$ cat config.mk
export PLATFORM = sky130hd
export DESIGN_NAME = round_robin_arbiter
export DESIGN_NICKNAME = d
export VERILOG_FILES = /design/src/rtl/round_robin_arbiter.sv
export SDC_FILE = /design/constraint.sdc
export NUM_CORES = 1
export LEC_CHECK = 0
export CORE_MARGIN = 2
export CORE_UTILIZATION = 35
export DETAILED_ROUTE_END_ITERATION = 10
export PLACE_DENSITY = 0.52
export SLEW_MARGIN = 20
export SYNTH_ARGS = -nofsm -noshare
export SYNTH_HDL_FRONTEND = slang
export SYNTH_SLANG_ARGS = --single-unit
$ cat constraint.sdc
create_clock -name clk -period 8.9 [get_ports clk]
set_clock_uncertainty 0.2 [all_clocks]
set_input_delay 2.67 -clock clk [delete_from_list [all_inputs] [get_ports clk]]
set_output_delay 2.67 -clock clk [all_outputs]
set_load 0.02 [all_outputs]
$ cat src/rtl/round_robin_arbiter.sv
// Round-robin arbiter for 8 requesters with a per-grant hold limit.
// A grant lasts until the holder drops its request or has held it for MAX_HOLD
// cycles. The arbiter then searches again from the requester after the holder,
// and the next grant starts on the following cycle, with no idle cycle between.
module round_robin_arbiter #(
  parameter int unsigned MAX_HOLD = 4
) (
  input  logic       clk,
  input  logic       rst_n,
  input  logic       en,
  input  logic [7:0] req,
  output logic [7:0] gnt,
  output logic [2:0] gnt_idx,
  output logic       gnt_valid,
  output logic       gnt_new
);

  localparam int unsigned N  = 8;
  localparam int unsigned IW = 3;
  localparam int unsigned CW = 4;

  typedef enum logic {
    IDLE  = 1'b0,
    GRANT = 1'b1
  } state_t;

  state_t        state;
  logic [IW-1:0] ptr;
  logic [CW-1:0] hold_cnt;

  logic [IW-1:0] start_c;
  logic [IW-1:0] cand_c;
  logic [IW-1:0] win_idx_c;
  logic          win_found_c;
  logic          release_c;

  // Search start: on a release the pointer is about to load gnt_idx+1, so use it now
  always_comb begin
    start_c = (state == GRANT) ? IW'(gnt_idx + IW'(1)) : ptr;
  end

  // Rotating priority search: the first asserted request at or after start_c wins
  always_comb begin
    win_found_c = 1'b0;
    win_idx_c   = start_c;
    cand_c      = start_c;
    for (int k = 0; k < N; k++) begin
      cand_c = IW'(start_c + IW'(k));
      if (!win_found_c && req[cand_c]) begin
        win_found_c = 1'b1;
        win_idx_c   = cand_c;
      end
    end
  end

  // The holder gives up the grant when it stops requesting or its hold time has run out
  always_comb begin
    release_c = (state == GRANT) &&
                (!req[gnt_idx] || (hold_cnt == CW'(MAX_HOLD)));
  end

  // Arbitration FSM with registered grant outputs
  always_ff @(posedge clk) begin
    if (!rst_n) begin
      state     <= IDLE;
      ptr       <= '0;
      hold_cnt  <= '0;
      gnt       <= '0;
      gnt_idx   <= '0;
      gnt_valid <= 1'b0;
      gnt_new   <= 1'b0;
    end else begin
      gnt_new <= 1'b0;
      case (state)
        IDLE: begin
          if (en && win_found_c) begin
            state     <= GRANT;
            gnt_idx   <= win_idx_c;
            gnt       <= 8'b1 << win_idx_c;
            gnt_valid <= 1'b1;
            gnt_new   <= 1'b1;
            hold_cnt  <= CW'(1);
          end
        end
        GRANT: begin
          if (release_c) begin
            ptr <= IW'(gnt_idx + IW'(1));
            if (en && win_found_c) begin
              gnt_idx  <= win_idx_c;
              gnt      <= 8'b1 << win_idx_c;
              gnt_new  <= 1'b1;
              hold_cnt <= CW'(1);
            end else begin
              state     <= IDLE;
              gnt       <= '0;
              gnt_idx   <= '0;
              gnt_valid <= 1'b0;
              hold_cnt  <= '0;
            end
          end else begin
            hold_cnt <= CW'(hold_cnt + CW'(1));
          end
        end
        default: begin
          state <= IDLE;
        end
      endcase
    end
  end

endmodule

## After elaboration in Yosys (flattened, before gate mapping)

Index checks and enable logic that the tools add are counted.

- Register bits: 21
- Input port bits: 11
- Output and inout bits: 13
- Word-level logic and storage cells: 107

- $add $sub $neg: 9
- Magnitude comparators: 9
- Equality and inequality tests: 4
- Shifts and indexed selects: 1
- Mux-type cells: 55
- Bitwise operators: 1
- Reduce and logical (&&, ||, !) cells: 21

Operators with widths:

| operator | count |
|---|---|
| 3-bit by 4-bit < comparator with 1-bit output, second input constant | 9 |
| 3-bit two-way mux | 11 |
| 1-bit binary-select mux with 3-bit select | 9 |
| 1-bit two-way mux | 24 |
| 8-bit two-way mux | 3 |
| 8-bit one-hot mux with 2 select lines | 1 |
| 3-bit adder, second input constant | 4 |
| 1-bit logical AND | 9 |
| 1-bit zero test | 8 |
| 4-bit two-way mux | 2 |
| 4-bit one-hot mux with 2 select lines | 1 |
| 1-bit by 3-bit << shifter with 8-bit output, first input constant | 1 |
| 3-bit by 1-bit adder with 3-bit output, second input constant | 2 |
| 3-bit by 2-bit adder with 3-bit output, second input constant | 2 |
| 1-bit one-hot mux with 2 select lines | 3 |
| 3-bit one-hot mux with 2 select lines | 1 |
| 4-bit by 1-bit adder with 4-bit output, second input constant | 1 |
| 4-bit by 3-bit == test with 1-bit output, second input constant | 1 |
| 2-bit != test, second input constant | 2 |
| 2-bit AND reduction | 2 |
| 3-bit AND reduction | 1 |
| 2-bit by 1-bit != test with 1-bit output, second input constant | 1 |
| 1-bit logical OR | 1 |
| 1-bit NOT | 1 |

## Logic depth before layout (Yosys ltp)

Gate-level depths: netlist (run 1).

- Word-level depth: 30
- Depth in mapped cells: 20

## Worst setup path after synthesis (run 1)

OpenSTA, ideal clock, no wires.

- Path type: input -> register
- Start point: input port req[1]
- End point: register hold_cnt[2]
- Library setup time: 76 ps
- Arrival time: 4747 ps
- Data required time: 8624 ps
- Setup slack: 3878 ps
- Stages: 9
- Path buffers: 0
- Cell sequence: nand3_1 a2111oi_0 nor2_1 nand4_1 o41a_4 inv_1 ha_1 or4b_2 a21boi_0

- Cells in the longest elaborated chain, start to end: 26

RTL lines:

| item | RTL line | source |
|---|---|---|
| start: declaration | 11 | `input logic [7:0] req,` |
| 1-bit binary-select mux with 3-bit select | 49 | `if (!win_found_c && req[cand_c]) begin` |
| 1-bit two-way mux (implied by the code) | 49 |  |
| 1-bit two-way mux | 49 |  |
| 1-bit zero test | 49 |  |
| 1-bit logical AND | 49 |  |
| 1-bit two-way mux | 49 |  |
| 1-bit zero test | 49 |  |
| 1-bit logical AND | 49 |  |
| [... 10 more ...] | n/a |  |
| 1-bit zero test | 49 |  |
| 1-bit logical AND | 49 |  |
| 1-bit two-way mux | 49 |  |
| 1-bit zero test | 49 |  |
| 1-bit logical AND | 49 |  |
| 1-bit two-way mux | 49 |  |
| 1-bit logical AND | 76 | `if (en && win_found_c) begin` |
| 2-bit != test (no source line) | n/a |  |
| end signal: assignment | 101 | `hold_cnt <= CW'(hold_cnt + CW'(1));` |
| end: declaration | 29 | `logic [CW-1:0] hold_cnt;` |

Parallel ways exist; a longest one is shown, timed or not. The select of a mux whose other input is x is not followed.
A chain may end at the register's enable or synchronous reset.

## Worst setup path in the final report (run 1)

Same ends and word-level chain as after synthesis.

==> summary.txt, run 1 <==
Place
  • GPL Wtd Cong: about 0.91
  • HPWL Detailed: 5.00 mm
  • Post-DP Area: roughly 2500 um^2
  • I/O Buffers: 23

Yosys
  • Combinational family with the most area after synthesis: compound AO/OA/AOI/OAI gates
  • Post-synthesis sequential area ratio: around a fifth
  • Top cells by area, synth: dfxtp_1 (19%), nand3_1 (6.3%), mux2i_1 (3.6%), o21ai_0 (3.6%), nand2_1 (3.6%)
  • Post-synth EDFFs: 0
  • Syn_nets: 301
  • Syn. warnings: 0
  • Main synth FF type: dfxtp_1
  • Synthesized area per cell: just under 8 um^2
  • Distinct cells, synth: 70
  • Area fraction in compound gates after synthesis: around a third
  • Synth Area in Simple Gates: between 20 and 30%
  • Share of the synthesized area in the top cell type: between 10% and 20%
  • Synth Area in Adders: around 3.4%
  • Xor/xnor cell area share of the yosys netlist: 4.18%
  • Synth area leader: dfxtp_1
  • Syn Inst Count: ~280
  • Multiplexer share of the synthesized area: 8.54%
  • Synth Register Bits: 21
  • Ys async rst share: 0%
  • Synthesized cell area: 2210 um^2

Clocking
  • Clock Latency Late Sink: about 0.26 ns
  • Clk root buf: clkbuf_8
  • CTS clk-pin slew, worst paths: around 0.080 ns
  • Largest buffer count on any clock path: 2
  • CTS resizes: 0
  • CTS HTree Levels: 1
  • CTS tree: built
  • Post-CTS Setup Bufs: 0
  • CTS Buf Count: 3
  • CTS Sinks: 21
  • Hold-fix buffers, CTS: 0

Routing
  • Drt drc: 0
  • ANT nets after route: 0
  • DR WL/cell: around 18 um
  • Post-detailed-routing wire length: 6.55 mm
  • Via Count: around 2,300
  • DR pass1 iterations: 5
  • DR iter-0 viols: 186
  • Via/cell ratio: just over 6

Layout
  • Final #Nets: between 300 and 400
  • Cell area after layout: roughly 2500 um^2
  • Antenna fix cells: 0
  • Synth-to-layout area growth: 13.1%
  • Layout cells sized above 1: about 8.1%

Setup path
  • Critical Path AT: just under 6 ns
  • CP required: around 8.9 ns
  • Crit-path cells: clkdlybuf4s50_1 -> nand3_1 -> a2111oi_0 -> nor2_1 -> nand4_1 -> o41a_4 -> inv_1 -> ha_1 -> or4b_2 -> a21boi_0
  • Critical path type: input port to flop
  • Worst path slowest cell: or4b_2
  • CP endpoint kind: flop
  • R2R setup slack: 3.51 ns
  • Startpoint Class: input port
  • CP max FO: 8
  • CP max stage delay: between 0.6 and 0.7 ns

GRT
  • Initial antenna violation count: 0
  • GRT Total Usage: between 10% and 20%
  • GRT overflow: 0
  • Number of global-route vias before repair: approximately 2,200
  • First-pass GRT wire length: between 10 and 15 mm
  • Largest net degree at the start of global routing: 23

Timing
  • Max Fclk: about 170 MHz
  • Final min period: 5.80 ns
  • Final period util: approximately two thirds
  • Slew Viols, Final: 0
  • Post-route setup TNS: 0 ns
  • Worst Tran Pin Value: 0.912 ns
  • Slew margin rel.: a little under two fifths
  • # setup viols final: 0
  • RSZ-0062 raised after global routing: false
  • Final Hold Viols: 0

Die
  • Num rows: 28
  • Core ar.: 6030 um^2
  • Chip width: roughly 84 um
  • I/O pin cnt: 24
  • Die Height: approximately 84 um
  • Initial Utilization: 36.7%
  • Total die area: about 7000 um^2

Power
  • Peak VDD IR: roughly 0.14 mV
  • Leakage Power: just over 0.0009 uW
  • Power Density: between 300 and 400 nW/um^2

Hold path
  • HP Class: flop to flop

Outcome
  • Status: complete, no violations

Run
  • Max_cap viols: 0
## layer usage
metal  vias up  routed length (um)  track usage (%)
met5         -                   0                0
li1       1124                   -                -
met3        21                 444             2.27
met1      1035                3070             26.6
met4         0                 171             7.48
met2       122                2860             28.8
## layout make-up
cell class / instances / area, um^2
clock buffers: 3 / 41.3
clock inverters: 1 / 5.00
fillers: 620 / 3520
inverters: 9 / 33.8
multi-input cells: 240 / 1680
flip-flops and latches: 21 / 420
well taps: 75 / 93.8
repair buffers: 23 / 230
## path summary, 6_finish.rpt
kind                            start                       end  cells past startpoint
hold / removal    gnt[3]$_SDFFE_PN0P_       gnt[3]$_SDFFE_PN0P_                      2
setup / recovery               req[1]  hold_cnt[2]$_SDFFE_PN0P_                     10
hold reg to reg   gnt[3]$_SDFFE_PN0P_       gnt[3]$_SDFFE_PN0P_                      2
setup reg to reg     state$_SDFF_PN0_  hold_cnt[2]$_SDFFE_PN0P_                     15
## cells in the final DEF, fill, tap and decap left out, types with 5 or more instances in the layout
cell type	synthesis	routed
a21boi_0	6	6
and3_1	6	6
ha_1	6	6
and2_1	7	7
a211o_1	5	5
a211oi_1	6	6
mux2i_1	8	8
o21ai_0	16	16
nand2_1	21	21
a21oi_1	12	12
nor3_1	10	10
nor2_1	14	14
inv_1	7	7
nand2b_1	5	5
nor2b_1	5	5
nand3_1	28	28
o31ai_1	5	5
clkdlybuf4s50_1	0	23
dfxtp_1	21	21
o41ai_1	5	5
o211ai_1	5	5
## state kept, by name (all words and copies together) (netlist names)
register and flops:
gnt 8, state 1, hold_cnt 4, gnt_new 1, ptr 3, gnt_idx 3, gnt_valid 1
## through the flow
stage	hold WS [ns]	power, uW	worst slack, ns	std cells	util, %
finish	0.275	839	3.10	372	41.5
CTS	0.282	833	3.18	372	41.5
global placement	0.260	782	3.05	368	40.8
floorplan	0.272	608	3.88	284	-
global route	0.304	908	2.89	372	41.5
detailed placement	0.257	764	2.88	368	40.8
## Yosys cell counts, types with 3 or more instances
| master | instances |
|---|---|
| nand3_1 | 28 |
| dfxtp_1 | 21 |
| nand2_1 | 21 |
| o21ai_0 | 16 |
| nor2_1 | 14 |
| a21oi_1 | 12 |
| nor3_1 | 10 |
| mux2i_1 | 8 |
| and2_1 | 7 |
| inv_1 | 7 |
| a211oi_1 | 6 |
| a21boi_0 | 6 |
| and3_1 | 6 |
| ha_1 | 6 |
| a211o_1 | 5 |
| buf_2 | 5 |
| clkbuf_1 | 5 |
| nand2b_1 | 5 |
| nor2b_1 | 5 |
| o211ai_1 | 5 |
| o31ai_1 | 5 |
| o41ai_1 | 5 |
| a31oi_1 | 3 |
| nand4_1 | 3 |
| nor3b_1 | 3 |
| or2_2 | 3 |
| or3_1 | 3 |
| xnor2_1 | 3 |
| xnor2_2 | 3 |
## critical path, delay by kind of cell
kind / cells / cell delay (ns)
compound gates: 3 / 1.01
fa+ha+maj: 1 / 0.25
buf+inv: 2 / 0.71
simple gates: 4 / 1.16
## report_power, final
part	internal (uW)	total, uW	switching (uW)
sequential	115	146	30.4
clock	31.2	62.9	31.7
combinational	245	631	386
## cells by family (layout without fill, tap and decap cells)
kind of cell             count (synthesis)  count (layout)
AO/OA/AOI/OAI                           94              94
XOR/XNOR                                 8               8
adder cells (fa/ha/maj)                  6               6
buffers and inverters                   23              36
flip-flops                              21              21
multiplexers                            15              15
AND/OR/NAND/NOR                        117             117
(Power assumes the default switching activity.)
==> inputs of run 2 (changes only) <==
==> constraint.sdc (replaced) <==
create_clock -name clk -period 6 [get_ports clk]
set_clock_uncertainty 0.2 [all_clocks]
set_input_delay 1.8 -clock clk [delete_from_list [all_inputs] [get_ports clk]]
set_output_delay 1.8 -clock clk [all_outputs]
set_load 0.02 [all_outputs]
==> run 2 against run 1 <==
Compared with the run above:
- non-clock buffer count increased by 4
- sequential share of layout area decreased by 0.20 points
- global-route usage increased by 0.87 points
- final area increased by 1.2%
- critical path depth unchanged
- die area unchanged
- total power increased by 50%
- wire length increased by 4.3%
- flip-flop and latch count unchanged
- register-to-register slack got worse by 1.9 ns
- largest power group unchanged
==> summary.txt, run 2 (same netlist as run 1, synthesis figures left out) <==
Routing
  • Via Count: between 2,000 and 2,500
  • ANT nets after route: 0
  • DR pass1 iterations: 6
  • Drt drc: 0
  • Post-detailed-routing wire length: 6.84 mm
  • DR iter-0 viols: roughly 190
  • Via/cell ratio: around 6
  • DR WL/cell: between 15 and 20 um

Power
  • Switching share of total power: 53.3%
  • Combinational Power Share: between 70 and 80%
  • Peak VDD IR: 0.268 mV
  • Clk pwr share: under 10%
  • Leakage Power: just over 0.0009 uW
  • Flop pwr share: about 16%
  • Pint: between 500 and 600 uW
  • Switching power: between 600 and 700 uW
  • Power Density: 498 nW/um^2

Run
  • Max_cap viols: 0

Die
  • Num rows: 28
  • Core ar.: roughly 6000 um^2
  • I/O pin cnt: 24
  • Total die area: roughly 7000 um^2
  • Die Height: around 84 um
  • Chip width: between 80 and 90 um
  • Initial Utilization: around 37%

Place
  • Cells after DPL: roughly 370
  • I/O Buffers: 23
  • GPL Wtd Cong: between 0.9 and 1
  • HPWL Detailed: about 5.2 mm

Layout
  • Most frequent cells in the layout: nand3_1 (28), clkdlybuf4s50_1 (23), nand2_1 (21), dfxtp_1 (21), o21ai_0 (16)
  • Layout cells sized above 1: under 10%
  • Synth-to-layout area growth: 14.4%
  • Biggest regs: gnt x8, hold_cnt x4
  • Antenna fix cells: 0
  • Area occupied by multi-input gates: roughly 1700 um^2
  • Register name with the most flops: gnt
  • Commonest non-fill, non-tap cell in the layout: nand3_1
  • Max reg flops: 8
  • Filler cells: 630
  • Final Util: 42.0%
  • Non-filler cells, final: ~380
  • FF/Latch Area: ~420 um^2
  • Final #Nets: 319

Outcome
  • Status: complete, no violations

GRT
  • Largest net degree at the start of global routing: 23
  • GRT Total Usage: between 10% and 20%
  • Initial antenna violation count: 0
  • GRT overflow: 0
  • Number of global-route vias before repair: 2,121
  • First-pass GRT wire length: 11.2 mm

Setup path
  • Critical path type: input port to flop
  • Critical Path AT: ~4.9 ns
  • CP max FO: 8
  • CP endpoint kind: flop
  • Startpoint Class: input port
  • CP required: 5.99 ns

Timing
  • Post-route setup TNS: 0 ns
  • Slew Viols, Final: 0
  • Max Fclk: ~200 MHz
  • Final min period: between 4 and 5 ns
  • RSZ-0062 raised after global routing: false
  • # setup viols final: 0
  • Slew margin rel.: around 44%
  • Final Hold Viols: 0
  • Final period util: between 80% and 90%
  • Worst Tran Pin Value: slightly above 0.8 ns

Clocking
  • CTS clk-pin slew, worst paths: ~0.080 ns
  • Clock Latency Late Sink: between 0.2 and 0.3 ns
  • CTS HTree Levels: 1
  • CTS Sinks: 21
  • Clk root buf: clkbuf_8
  • Largest buffer count on any clock path: 2
  • CTS tree: built
  • CTS resizes: 0
  • CTS Buf Count: 3
  • Hold-fix buffers, CTS: 0
  • Post-CTS Setup Bufs: 0

Hold path
  • HP Class: flop to flop
==> run 2: final timing paths <==
| kind | to | slack [ns] | cells past startpoint | start |
|---|---|---|---|---|
| hold / removal | gnt[2]$_SDFFE_PN0P_ | 0.28 | 2 | gnt[2]$_SDFFE_PN0P_ |
| hold reg to reg | gnt[2]$_SDFFE_PN0P_ | 0.28 | 2 | gnt[2]$_SDFFE_PN0P_ |
| setup / recovery | hold_cnt[2]$_SDFFE_PN0P_ | 1.12 | 10 | req[1] |
| setup reg to reg | hold_cnt[2]$_SDFFE_PN0P_ | 1.57 | 17 | gnt_idx[0]$_SDFFE_PN0P_ |
==> run 2: worst max-delay path, stage by stage <==
cell             delay, ns
clkdlybuf4s50_1       0.61
nand3_1               0.16
a2111oi_0             0.63
nor2_1                0.16
nand4_1               0.15
o41a_4                0.18
inv_1                 0.07
ha_1                  0.25
or4b_2                0.69
a21boi_0              0.17
==> run 2: final cells by class <==
| type | instances | area share (%) |
|---|---|---|
| clock inverter | 1 | 0.198 |
| tap | 75 | 3.71 |
| sequential | 21 | 16.6 |
| timing repair buffer | 27 | 10.3 |
| clock buffer | 3 | 1.63 |
| inverter | 9 | 1.33 |
| multi-input combinational | 240 | 66.3 |
==> run 2: power by group through the flow <==
stage | logic (uW) | registers, uW | clock network (uW)
global route | 1050 | 209 | 101
finish | 963 | 204 | 94.5
detailed placement | 946 | 208 | 0
global placement | 964 | 209 | 0
CTS | 953 | 205 | 95.8
floorplan | 675 | 227 | 0
==> run 2: per-layer routing <==
metal / track usage, % / part of all wire [%]
met5: 0 / 0
met4: 3.08 / 0.79
met3: 1.98 / 5.0
met2: 30.9 / 46
met1: 29.4 / 48
==> run 2: stage by stage <==
step                hold slack, ns  setup WS [ns]  power, uW  area [um^2]
floorplan                    0.272           1.83        902         2210
global placement             0.261           1.01       1170         2490
detailed placement           0.257          0.868       1150         2490
CTS                          0.280           1.10       1250         2530
global route                 0.297          0.782       1360         2530
finish                       0.275           1.12       1260         2530
